[config.mk]
export PLATFORM = sky130hd
export DESIGN_NAME = pwm_switch_bank
export DESIGN_NICKNAME = d
export VERILOG_FILES = /design/src/rtl/pwm_switch_bank.sv
export SDC_FILE = /design/constraint.sdc
export NUM_CORES = 1
export LEC_CHECK = 0
export ABC_AREA = 1
export BUFFER_PORTS_ARGS = -buffer_cell sky130_fd_sc_hd__buf_2
export CORE_ASPECT_RATIO = 0.9
export CORE_UTILIZATION = 66
export CTS_BUF_LIST = sky130_fd_sc_hd__clkbuf_2
export CTS_CLUSTER_DIAMETER = 100
export DETAILED_ROUTE_END_ITERATION = 10
export GPL_TIMING_DRIVEN = 0
export HOLD_SLACK_MARGIN = 0.08
export PLACE_DENSITY = 0.88
export RECOVER_POWER = 100
export SKIP_LAST_GASP = 1
export SYNTH_ARGS = -nofsm -noshare
export SYNTH_HDL_FRONTEND = slang
export SYNTH_SLANG_ARGS = --single-unit
[constraint.sdc]
create_clock -name clk -period 3.5 [get_ports clk]
set_input_delay 0.35 -clock clk [delete_from_list [all_inputs] [get_ports clk]]
set_output_delay 0.35 -clock clk [all_outputs]
set_load 0.005 [all_outputs]
[src/rtl/pwm_switch_bank.sv]
// Multi-channel PWM bank: programmable prescaler, shared period counter, double-buffered duties.
// Optional PWM_CENTER_ALIGN_EN switches the counter to up/down (center-aligned) mode.
module pwm_switch_bank #(
    parameter int CH  = 4,
    parameter int CHW = 2,
    parameter int CW  = 8,
    parameter int PW  = 5
) (
    input  logic           clk,
    input  logic           reset,
    input  logic           en,
    input  logic [PW-1:0]  presc_max,
    input  logic [CW-1:0]  period_max,
    input  logic           wr_valid,
    input  logic [CHW-1:0] wr_ch,
    input  logic [CW-1:0]  wr_duty,
    output logic           wr_ready,
    output logic           tick,
    output logic           period_start,
    output logic [CW-1:0]  cnt,
    output logic [CH-1:0]  pwm_out
);

    logic [PW-1:0] presc;
    logic [CW-1:0] shadow [CH];
    logic [CW-1:0] active [CH];
    logic [CH-1:0] pending;
    logic          ch_in_range;
    logic          ch_pending;
    logic          wr_fire;

    // Channel selects beyond CH are never ready, so their writes are dropped
    always_comb begin
        ch_in_range = 32'(wr_ch) < CH;
        ch_pending  = 1'b0;
        for (int i = 0; i < CH; i++) begin
            if (32'(wr_ch) == i) begin
                ch_pending = pending[i];
            end
        end
        wr_ready = reset & ch_in_range & ~ch_pending;
        wr_fire  = wr_valid & wr_ready;
    end

    always_ff @(posedge clk) begin
        if (!reset) begin
            presc <= '0;
            tick  <= 1'b0;
        end else if (en) begin
            if (presc >= presc_max) begin
                presc <= '0;
                tick  <= 1'b1;
            end else begin
                presc <= presc + 1'b1;
                tick  <= 1'b0;
            end
        end else begin
            tick <= 1'b0;
        end
    end

`ifdef PWM_CENTER_ALIGN_EN
    logic dir_down;

    // Up 0..period_max, then down; the period restarts when the down-count reaches 0
    always_ff @(posedge clk) begin
        if (!reset) begin
            cnt          <= '0;
            dir_down     <= 1'b0;
            period_start <= 1'b0;
        end else begin
            period_start <= 1'b0;
            if (tick) begin
                if (!dir_down) begin
                    if (cnt >= period_max) begin
                        if (cnt == '0) begin
                            period_start <= 1'b1;
                        end else begin
                            cnt      <= cnt - 1'b1;
                            dir_down <= 1'b1;
                            if (cnt == CW'(1)) begin
                                period_start <= 1'b1;
                                dir_down     <= 1'b0;
                            end
                        end
                    end else begin
                        cnt <= cnt + 1'b1;
                    end
                end else if (cnt <= CW'(1)) begin
                    cnt          <= '0;
                    dir_down     <= 1'b0;
                    period_start <= 1'b1;
                end else begin
                    cnt <= cnt - 1'b1;
                end
            end
        end
    end
`else
    // The >= compare lets a lowered period_max take effect on the next tick
    always_ff @(posedge clk) begin
        if (!reset) begin
            cnt          <= '0;
            period_start <= 1'b0;
        end else begin
            period_start <= 1'b0;
            if (tick) begin
                if (cnt >= period_max) begin
                    cnt          <= '0;
                    period_start <= 1'b1;
                end else begin
                    cnt <= cnt + 1'b1;
                end
            end
        end
    end
`endif

    // A write landing with period_start sets pending only after this load has sampled it
    always_ff @(posedge clk) begin
        if (!reset) begin
            pending <= '0;
            pwm_out <= '0;
            for (int i = 0; i < CH; i++) begin
                shadow[i] <= '0;
                active[i] <= '0;
            end
        end else begin
            for (int i = 0; i < CH; i++) begin
                pwm_out[i] <= cnt < active[i];
                if (period_start && pending[i]) begin
                    active[i]  <= shadow[i];
                    pending[i] <= 1'b0;
                end
                if (wr_fire && 32'(wr_ch) == i) begin
                    shadow[i]  <= wr_duty;
                    pending[i] <= 1'b1;
                end
            end
        end
    end

endmodule

==> metrics, run 1 <==
status finished clean; Pre-Repair DR Iteration Count 4; Die W 87.7 um; Hold WC Path Type primary input to register; Peak VDD IR 0.000230 V; GRT Overall Usage 24.9%; PwrDens 373 mW/mm2; CORE AREA 0.00625 mm2; global route overflow 0; final WL 7750 um; clock share of power 27.3%; first-pass GRT wire length 12,600 um; worst path buffer plus inverter count 0; sequential power share 65.6%; WHS Path Cells 3; RR Endpoint shadow[1][4]; EDFF count, synth 64; Netlist Area Pre-Place 0.00436 mm2; Ys Warns 0; Reg-to-Reg Start pending[1]; post-synthesis sequential area ratio 54.6%; CTS Buffer Depth 2; Initial DRC Count 174; Final nets 576; WP depth 5; Hold Violations, Final 0; HPWL Detailed 5730 um; Fin Hold WS 185 ps; Resized cells post-CTS 0; Data required, critical path 3680 ps; crit-path cells nand3_1 > nand3_1 > nor2_1 > nand4_1 > nand2_1; vias in the first global route 2,784; combinational fraction of design power 7.1%; synth unique cells 26; Clk pin slew, worst setup/hold paths 230 ps; Setup Viol. Count Final 0; Worst path slowest cell nand2_1; Period minus WS final 1930 ps; Net Sw Frac 23.3%; initial antenna violation count 0; Die Height 79.1 um; top_reg_cell synth edfxtp_1; Area Overhead vs Synth 8.52%; NetSw 411 uW; row cnt 27; Synth Register Bits 87; antenna-violating nets left 0; delay-heaviest family, CP simple AND/OR/NAND/NOR gates; Placer Congestion 0.813; critical path type register to register; setup TNS 0 ps; RSZ-0062 raised after global routing no; vias post-DR 3,007; relative slew slack 66.1%; Int Pwr 1360 uW; Fmax 518 MHz; count of input and output buffers 39; reg-to-reg slack, setup 1570 ps; largest net degree at the start of global routing 16; initial core utilization 69.8%; worst-skew pair later-pin latency 520 ps; cts hold-fix bufs 0; drt wl/cell 13.0 um; Via density 5.03; Avg Inst Size Synth 9.56 um2; FFs w/ async S/R, synth 0%; num ports 42; Die ar. 0.00694 mm2; Worst path most repeated cell nand3_1; crit path launch type register; slowest cell delay on critical path 420 ps; # DRC 0; # Post-CTS Setup Buffers 0; CP Capture Type register; maximum fanout along the worst path 10; worst hold path endpoint shadow[0][1]; Slew Limit Fails 0; TritonCTS Buffers 9; leakage 0.00227 uW; Syn Nets 526; min-delay src wr_duty[1]; Clock Tree Root clkbuf_2; # H-tree levels 3; worst r2r path cells 5; max-cap violations 0; TritonCTS Sinks 87; Final period util 55.1%; Worst Skew 40.3 ps; Worst Path Arrival 2100 ps; post-synthesis cell count 456; Worst-Margin Slew 508 ps; layout cells sized above 1 9.78%; CTS tree built; # diodes 0
[kinds of logic (layout without fill, tap and decap cells)]
| kind of cell | after synthesis | count (layout) | synth area share (%) |
|---|---|---|---|
| mux | 2 | 2 | 0.459 |
| xor+xnor | 10 | 10 | 2.01 |
| simple gates | 184 | 184 | 17.3 |
| buf+inv | 99 | 154 | 9.21 |
| fa+ha+maj | 43 | 43 | 12.3 |
| compound gates | 31 | 31 | 4.07 |
| flops | 87 | 87 | 54.6 |
[synth_stat cells, drive strengths merged, types with 3 or more instances]
cell | instances | area share (%)
inv | 94 | 8.1
xnor2 | 3 | 0.60
nand3 | 11 | 1.4
nand2 | 69 | 6.1
dfxtp | 23 | 11
o21ai | 5 | 0.57
nor2 | 98 | 8.6
nand4 | 5 | 1.0
a21oi | 20 | 2.5
xor2 | 7 | 1.4
ha | 43 | 12
a211oi | 4 | 0.69
edfxtp | 64 | 44
[sequential cells by signal, summed over array words and instances, names as in the netlist]
name,flops
active,32
shadow,32
cnt,8
presc,5
pending,4
pwm_out,4
period_start,1
tick,1
[how the worst max path moves through the flow]
stage | end | start
2_1_floorplan | shadow[2][0] | reset
3_3_place_gp | shadow[1][7] | wr_ch[1]
3_5_place_dp | shadow[0][2] | wr_ch[1]
4_1_cts | cnt[4] | cnt[3]
5_1_grt | shadow[1][4] | pending[1]
6_report | shadow[1][4] | pending[1]
[final cells by class]
| cell class | count | area, um2 |
|---|---|---|
| Buffer | 4 | 45.0 |
| Timing Repair Buffer | 39 | 186 |
| Sequential cell | 87 | 2380 |
| Tap cell | 87 | 109 |
| Clock inverter | 6 | 61.3 |
| Multi-Input combinational cell | 270 | 1540 |
| Clock buffer | 10 | 50.0 |
| Fill cell | 448 | 1520 |
| Inverter | 95 | 357 |
[cells in the final DEF (no fill, tap or decap), types with 4 or more instances in the layout]
cell type,instances
inv_1,94
edfxtp_1,64
buf_2,32
o21ai_0,5
nand2_1,69
clkbuf_2,11
clkbuf_1,9
nand3_1,11
ha_1,43
nand4_1,5
xor2_1,7
a21oi_1,18
a211oi_1,4
nor2_1,98
dfxtp_1,23
[metal layers]
metal | routed length [um] | up-vias | global-route usage (%)
li1 | - | 1547 | -
met1 | 3300 | 1344 | 28.0
met2 | 3840 | 102 | 45.5
met3 | 480 | 14 | 7.07
met4 | 136 | 0 | 7.70
met5 | 0 | - | 0
[stage by stage]
step                      total power [uW]  setup slack, ps  utilization (%)  instances  area (um2)
after floorplan                       1260             1880                -        456        4360
after global routing                  1840             1400             75.7        598        4730
after global placement                1300             1730             74.6        582        4660
after detailed placement              1310             1620             74.6        582        4660
after CTS                             1780             1670             76.4        598        4780
final                                 1770             1570             75.7        598        4730
[worst reg2reg max path, cell delays in order, from the launching register on]
cell and delay (ps):
dfxtp_1 410, nand3_1 100, nand3_1 100, nor2_1 190, nand4_1 370, nand2_1 420
[power by group through the flow]
stage / logic, uW / registers [uW] / clock network, uW
finish: 126 / 1160 / 482
detailed placement: 128 / 1180 / 0
floorplan: 86.3 / 1180 / 0
global route: 144 / 1160 / 530
global placement: 121 / 1180 / 0
CTS: 130 / 1160 / 489
(Power assumes the default switching activity.)
==> inputs of run 2 (changes only) <==
--- a/config.mk
+++ b/config.mk
@@ -8,13 +8,13 @@
 export ABC_AREA = 1
 export BUFFER_PORTS_ARGS = -buffer_cell sky130_fd_sc_hd__buf_2
 export CORE_ASPECT_RATIO = 0.9
-export CORE_UTILIZATION = 66
+export CORE_UTILIZATION = 61
 export CTS_BUF_LIST = sky130_fd_sc_hd__clkbuf_2
 export CTS_CLUSTER_DIAMETER = 100
 export DETAILED_ROUTE_END_ITERATION = 10
 export GPL_TIMING_DRIVEN = 0
 export HOLD_SLACK_MARGIN = 0.08
-export PLACE_DENSITY = 0.88
+export PLACE_DENSITY = 0.82
 export RECOVER_POWER = 100
 export SKIP_LAST_GASP = 1
 export SYNTH_ARGS = -nofsm -noshare
==> constraint.sdc (replaced) <==
create_clock -name clk -period 1.93 [get_ports clk]
set_input_delay 0.193 -clock clk [delete_from_list [all_inputs] [get_ports clk]]
set_output_delay 0.193 -clock clk [all_outputs]
set_load 0.005 [all_outputs]
==> run 2 against run 1 <==
  * First-iteration DRC count is 38% higher
  * Clock skew is 12 ps lower
  * Core utilization is 3.3 points lower
  * Via count up 2.7%
  * Register-to-register slack lost 1400 ps
  * Sequential cell count unchanged
  * Worst hold slack improved by 38 ps
  * Non-clock buffer count rose by 12
  * Total power up 78%
  * Final area up 2.9%
  * Die area increased by 8.0%
  * Critical path type unchanged
  * Critical endpoint is now shadow[1][0]
  * Largest cell class unchanged
==> metrics, run 2 (synthesis gave the netlist of run 1 again) <==
worst-skew pair later-pin latency 560 ps (+40 ps); crit path launch type register; vias in the first global route 2,849 (+2.3%); initial core utilization 64.8% (-4.9 points); Final WS setup 141 ps (-1430 ps); Storage cell area 0.00238 mm2 (+0.11%); Die W 91.1 um (+3.9%); Fmax 559 MHz (+7.9%); Area Overhead vs Synth 11.7%; Clock Tree Root clkbuf_2; Slew Limit Fails 0 (unchanged); multi-input logic area 0.00157 mm2 (+1.6%); min-delay src reset; CP Launch Point pending[1]; relative slew slack 66.4% (+0.31 points); count of input and output buffers 39 (unchanged); largest net degree at the start of global routing 16 (unchanged); Worst Path Arrival 2030 ps (-70 ps); CTS tree built; Placer Congestion 0.774 (-4.8%); # H-tree levels 3 (unchanged); Peak VDD IR 0.000481 V (+110%); CTS Buffer Depth 2 (unchanged); Worst-Margin Slew 501 ps (-7.08 ps); Final nets 588 (+2.1%); # diodes 0 (unchanged); Clk pin slew, worst setup/hold paths 240 ps (about the same); Hold WC Path Type primary input to register; Post-Place Worst Slack 192 ps (-1420 ps); global route overflow 0 (unchanged); Worst path most repeated cell nand3_1; GRT Overall Usage 23.8% (-1.2 points); Data required, critical path 2170 ps (-1510 ps); most common cell after layout, fill and taps aside nor2_1; fin cells 613 (+2.5%); vias post-DR 3,087 (+2.7%); final WL 8080 um (+4.2%); fillers 518 (+16%); Die Height 82.2 um (+3.9%); setup TNS 0 ps (unchanged); # DRC 0 (unchanged); row cnt 28 (+3.7%); Reg-to-Reg Start pending[1]; crit-path cells nand3_1 > nand3_1 > nor2_4 > nand4_2 > nand2_1; PwrDens 646 mW/mm2 (+73%); Period minus WS final 1790 ps (-141 ps); first-pass GRT wire length 13,200 um (+5.5%); Pre-Repair DR Iteration Count 5 (+1); most frequent cells in the layout nor2_1, inv_1, nand2_1, edfxtp_1, ha_1; critical path type register to register; slowest cell delay on critical path 420 ps (about the same); placed insts 585 (+0.52%); initial antenna violation count 0 (unchanged); layout cells sized above 1 11.5% (+1.7 points); CP Capture Type register; Worst path slowest cell dfxtp_1; max-cap violations 0 (unchanged); maximum fanout along the worst path 10 (unchanged); num ports 42 (unchanged); TritonCTS Buffers 9 (unchanged); antenna-violating nets left 0 (unchanged); Worst Skew 28.1 ps (-12.2 ps); CORE AREA 0.00673 mm2 (+7.6%); status finished clean; leakage 0.00235 uW (+3.5%); HPWL Detailed 5990 um (+4.6%); drt wl/cell 13.2 um (+1.6%); Setup Viol. Count Final 0 (unchanged); Top Registers active x32, shadow x32, cnt x8; TritonCTS Sinks 87 (unchanged); Hold Violations, Final 0 (unchanged); Final period util 92.7% (+38 points); Initial DRC Count 240 (+38%); Die ar. 0.00749 mm2 (+8.0%); RSZ-0062 raised after global routing no; Via density 5.04 (+0.15%)
run 2: layout make-up:
cell class | count | share of cell area [%]
sequential | 87 | 49.0
multi-input combinational | 270 | 32.2
inverter | 95 | 7.32
timing repair buffer | 51 | 6.40
tap | 90 | 2.31
clock inverter | 7 | 1.00
clock buffer | 9 | 0.925
buffer | 4 | 0.925
run 2: per-layer routing:
metal	wire length, um	up-vias	part of all wire, %	GRT usage [%]
met5	0	-	0	0
met4	204	0	2.5	10.5
met3	511	18	6.3	5.86
met2	3790	115	47	41.0
met1	3570	1379	44	29.0
li1	-	1575	-	-
run 2: final timing paths:
path,slack (ps),to,cells after the start
hold / removal,220,pending[2],3
hold reg to reg,540,pending[3],2
setup / recovery,140,shadow[1][0],5
setup reg to reg,140,shadow[1][0],5
run 2: timing repair:
item | 4_1_cts | 5_1_grt
gates resized for setup | 0 | 2
endpoints found under the hold margin | 41 | 0
setup endpoints to repair | 0 | 4
hold buffers | 12 | 0
buffers inserted | 0 | 0
run 2: worst max-delay path, delay by kind of cell, from the launching register on:
family | cells | cell delay (ps)
flops | 1 | 420
simple gates | 5 | 1040
run 2: where the power goes:
part           leakage (uW)  total [uW]  internal (uW)  switching (uW)
registers          0.000850        2100           2070            28.5
clock network     0.0000589         793            172             621
logic               0.00144         253            102             151
total               0.00235        3150           2350             800
run 2: stage by stage:
stage / power, uW / util, % / instance area [um2] / hold WS (ps)
CTS: 3170 / 72.6 / 4880 / 171
global placement: 2360 / 69.4 / 4670 / 502
detailed placement: 2380 / 69.4 / 4670 / 506
finish: 3150 / 72.4 / 4870 / 223
global route: 3270 / 72.4 / 4870 / 172
floorplan: 2290 / - / 4360 / 436
